**src/rtl/fetch_unit.sv**
```systemverilog
// Instruction-fetch front end: sequences the PC, fetches over a req/ack handshake
// to instruction memory and hands each word to decode under a valid/stall handshake.
module fetch_unit #(
  parameter int              PC_W     = 8,
  parameter int              INST_W   = 32,
  parameter logic [PC_W-1:0] RESET_PC = '0,
  parameter logic [7:0]      HALT_OP  = 8'hFF
) (
  input  logic              clk,
  input  logic              reset,
  output logic              imem_req,
  output logic [PC_W-1:0]   imem_addr,
  input  logic              imem_ack,
  input  logic [INST_W-1:0] imem_rdata,
  output logic [PC_W-1:0]   pc,
  output logic [INST_W-1:0] inst,
  output logic              inst_valid,
  input  logic              stall,
  input  logic              br_taken,
  input  logic [PC_W-1:0]   br_target,
  output logic              halted,
  output logic [15:0]       retired
);

  typedef enum logic [2:0] {
    S_IDLE,
    S_FETCH,
    S_DRAIN,
    S_DELIVER,
    S_HALTED
  } state_t;

  state_t            state_reg, state_next;
  logic [PC_W-1:0]   fetch_pc_reg, fetch_pc_next;
  logic [PC_W-1:0]   drain_addr_reg, drain_addr_next;
  logic [PC_W-1:0]   pc_reg, pc_next;
  logic [INST_W-1:0] inst_reg, inst_next;
  logic [15:0]       retired_reg, retired_next;

  always_ff @(posedge clk or negedge reset) begin
    if (!reset) begin
      state_reg      <= S_IDLE;
      fetch_pc_reg   <= RESET_PC;
      drain_addr_reg <= RESET_PC;
      pc_reg         <= RESET_PC;
      inst_reg       <= '0;
      retired_reg    <= '0;
    end else begin
      state_reg      <= state_next;
      fetch_pc_reg   <= fetch_pc_next;
      drain_addr_reg <= drain_addr_next;
      pc_reg         <= pc_next;
      inst_reg       <= inst_next;
      retired_reg    <= retired_next;
    end
  end

  always_comb begin
    state_next      = state_reg;
    fetch_pc_next   = fetch_pc_reg;
    drain_addr_next = drain_addr_reg;
    pc_next         = pc_reg;
    inst_next       = inst_reg;
    retired_next    = retired_reg;
    case (state_reg)
      S_IDLE: state_next = S_FETCH;
      S_FETCH: begin
        if (br_taken) begin
          // A same-cycle ack is dropped; otherwise the bus request must still finish.
          fetch_pc_next = br_target;
          if (!imem_ack) begin
            drain_addr_next = fetch_pc_reg;
            state_next      = S_DRAIN;
          end
        end else if (imem_ack) begin
          inst_next     = imem_rdata;
          pc_next       = fetch_pc_reg;
          fetch_pc_next = fetch_pc_reg + PC_W'(1);
          state_next    = S_DELIVER;
        end
      end
      S_DRAIN: begin
        if (br_taken) fetch_pc_next = br_target;
        if (imem_ack) state_next = S_FETCH;
      end
      S_DELIVER: begin
        if (br_taken) begin
          fetch_pc_next = br_target;
          state_next    = S_FETCH;
        end else if (!stall) begin
          retired_next = retired_reg + 16'd1;
          state_next   = (inst_reg[INST_W-1 -: 8] == HALT_OP) ? S_HALTED : S_FETCH;
        end
      end
      S_HALTED: state_next = S_HALTED;
      default:  state_next = S_IDLE;
    endcase
  end

  // Outputs decode registered state only, so no input reaches an output combinationally.
  assign imem_req   = (state_reg == S_FETCH) || (state_reg == S_DRAIN);
  assign imem_addr  = (state_reg == S_DRAIN) ? drain_addr_reg : fetch_pc_reg;
  assign inst_valid = (state_reg == S_DELIVER);
  assign halted     = (state_reg == S_HALTED);
  assign pc         = pc_reg;
  assign inst       = inst_reg;
  assign retired    = retired_reg;

endmodule

```
**config.mk**
```make
export PLATFORM = sky130hd
export DESIGN_NAME = fetch_unit
export DESIGN_NICKNAME = d
export VERILOG_FILES = /design/src/rtl/fetch_unit.sv
export SDC_FILE = /design/constraint.sdc
export NUM_CORES = 1
export LEC_CHECK = 0
export CORE_MARGIN = 5
export CORE_UTILIZATION = 30
export DETAILED_ROUTE_END_ITERATION = 12
export GPL_TIMING_DRIVEN = 0
export SYNTH_ARGS = -nofsm -noshare
export SYNTH_HDL_FRONTEND = slang
export SYNTH_SLANG_ARGS = --single-unit
```
**constraint.sdc**
```tcl
create_clock -name clk -period 1.84 [get_ports clk]
set_input_delay 0.368 -clock clk [delete_from_list [all_inputs] [get_ports clk]]
set_output_delay 0.368 -clock clk [all_outputs]
set_load 0.005 [all_outputs]
```
==> out/results.ini <==
[min_path]
hp-class = input port to asynchronous set/reset pin

[cells_and_area]
final_common_cell = clkdlybuf4s50_1
n_antenna_cell = 0
drive_above_1_share_pct = 20.2
stdcell_area_mm2 = 0.00514
nets = 448
final_cell_mix = 98 x clkdlybuf4s50_1, 74 x dfrtp_1, 32 x mux2_1, 17 x nand2_1, 14 x mux2_4
largest_register_ffs = 32
syn_to_final_growth_pct = 51.7
utilization_pct = 47.0

[logic_synthesis]
syn_area_mm2 = 0.00339
ys_seq_elements = 75
synth_warnings = 0
synth-main-ff-cell = dfrtp_1
async_reset_ff_share_pct = 100
syn_inst = 268
syn_nets = 315
synth_edf_count = 0
ys_seq_area_share_pct = 55.4
synth_cell_types = 46
syn_avg_cell_area_um2 = 12.6

[place]
dpl.hpwl_um = 6190
port_buffers = 111
gp_congestion = 0.850
placed_area_mm2 = 0.00470
place_ws_ns = -0.508

[timing]
rsz0062_at_grt = true
drv_slew = 0
min_period_ns = 1.92
post-route-period-util_pct = 104
fmax_mhz = 520
hold-worst-slack_ns = 0.450
setup_viol = 8
tns_ns = -0.573
hold_violations = 0
relSlewSlack_pct = 66.3
finalClockSkew_ns = 0.00407
tightest_slew_ns = 0.505
fin_ws_ns = -0.0817

[setup_path]
path_cells = nand2b_4 -> nor2_4 -> buf_12 -> mux2_4 -> buf_6
cp_data_required_time_ns = 1.47
r2r_slack_ns = 0.10
r2r-end = drain_addr_reg[3]
cp.depth = 5
cp_max_fo = 8
critPathMaxStageDelay_ns = 0.41
start_kind = flop
endpoint_kind = output pin
r2r-start = state_reg[2]
crit_arrival_ns = 1.55
cpMaxStageDelayCell = dfrtp_2
worstRegToRegCells = 5
worst-path-buf-inv = 2
critPathKind = flop to output pin
crit_family = flip-flops

[power_and_ir_drop]
power_frac_comb_pct = 43.2
p_leak_uw = 0.00217
p_switching_uw = 2260
vdd_drop_max_mv = 0.611
intPower_uw = 5350
power_density_mw_per_mm2 = 1480
seqPwrFrac_pct = 36.9
clockPowerShare_pct = 19.9
swShare_pct = 29.7

[drt]
wl_per_cell_um = 16.0
drt_wl_total_um = 8670
drc = 0
antenna_left = 0
num_vias = 2558
first_iter_violations = 50
dr.pass1.iters = 4
viasPerCell = 4.73

[floorplanning]
start_util_pct = 31.0
design.core.area_mm2 = 0.0109
ioPinCount = 112
die_y_um = 116
dieWidth_um = 116
fp-row-count = 38
die_area_mm2 = 0.0135

[global_route]
grt_pass1_vias = 2714
grt_usage_pct = 13.2
grt_pass1_wl_um = 13800
grt_max_degree = 62
antenna_found_initial = 0
grt-ovfl-total = 0

[clock_tree]
clk_path_buf_depth = 2
clock-sinks = 75
htreeDepth = 3
clk_pin_slew_worst_paths_ns = 0.05
root_buffer = clkbuf_16
cts_inserted_buffers = 9
worstSkewPairLatency_ns = 0.32
cts_tree = built

[flow_run]
max_cap_viol_count = 0

[outcome]
status = complete, but fails checks
violations = setup timing

-- timing repair --
action                                 CTS  global route
endpoints found under the hold margin   14             0
cloned                                   0             0
buffers inserted                         7             3
hold buffers                             1             0
resized for setup                       72            12
pin swaps                                1             2
setup endpoints to repair               51            46
-- layout make-up --
class / count / area (um^2)
plain buffers: 10 / 81.3
clock buffers: 10 / 239
clock inverters: 1 / 5.00
fillers: 1039 / 5790
inverters: 3 / 11.3
multi-input cells: 179 / 1520
flip-flops and latches: 75 / 1880
well taps: 140 / 175
repair buffers: 123 / 1230
-- worst max path at each step --
stage | startpoint | end
final | state_reg[2] | imem_addr[0]
after global routing | state_reg[2] | imem_addr[6]
after CTS | state_reg[2] | imem_addr[1]
after detailed placement | state_reg[2] | imem_addr[2]
after global placement | reset | pc[3]
after floorplan | state_reg[2] | imem_addr[0]
-- cells by family after synthesis --
family,count (synthesis),synth area share [%]
DFF,75,55.4
and+or+nand+nor,72,11.8
muxes,56,19.3
AOI/OAI and AO/OA,33,6.46
xor gates and xnor gates,16,4.13
buffers and inverters,14,2.14
adders and majority gates,2,0.738
-- synth_stat cells (3+ instances only) --
library cell | number | area share [%]
buf_2 | 7 | 1.0
o21ai_0 | 4 | 0.59
o22a_1 | 3 | 0.78
nor2b_1 | 4 | 0.74
nand3_1 | 9 | 1.3
mux2_4 | 7 | 3.1
nand2_1 | 17 | 1.9
mux2_1 | 33 | 11
nor3_1 | 5 | 0.74
o21ai_1 | 4 | 0.59
nand2b_1 | 5 | 0.92
inv_1 | 3 | 0.33
mux2_2 | 15 | 5.0
a21oi_1 | 9 | 1.3
nand4_1 | 6 | 1.1
dfrtp_1 | 75 | 55
nor2_1 | 10 | 1.1
xnor2_1 | 14 | 3.6
-- power groups by stage --
stage	Sequential, uW	Clock [uW]	Combinational (uW)
floorplan	2780	0	1290
global placement	2800	0	2960
detailed placement	2840	0	3000
CTS	2810	1580	3270
global route	2920	1640	3560
finish	2810	1510	3290
-- metal layers --
layer  wire (um)  GRT usage (%)  up-vias
met3         454           3.78        7
met2        4380           22.3       66
li1            -              -     1229
met4          85           3.87        0
met5           0              0        -
met1        3750           16.5     1256
-- per-stage QoR --
stage | total power (uW) | instances
after floorplan | 4070 | 268
after detailed placement | 5840 | 520
after global routing | 8110 | 541
after global placement | 5760 | 519
final | 7610 | 541
after CTS | 7660 | 538
Power figures use the tool's default switching activity.
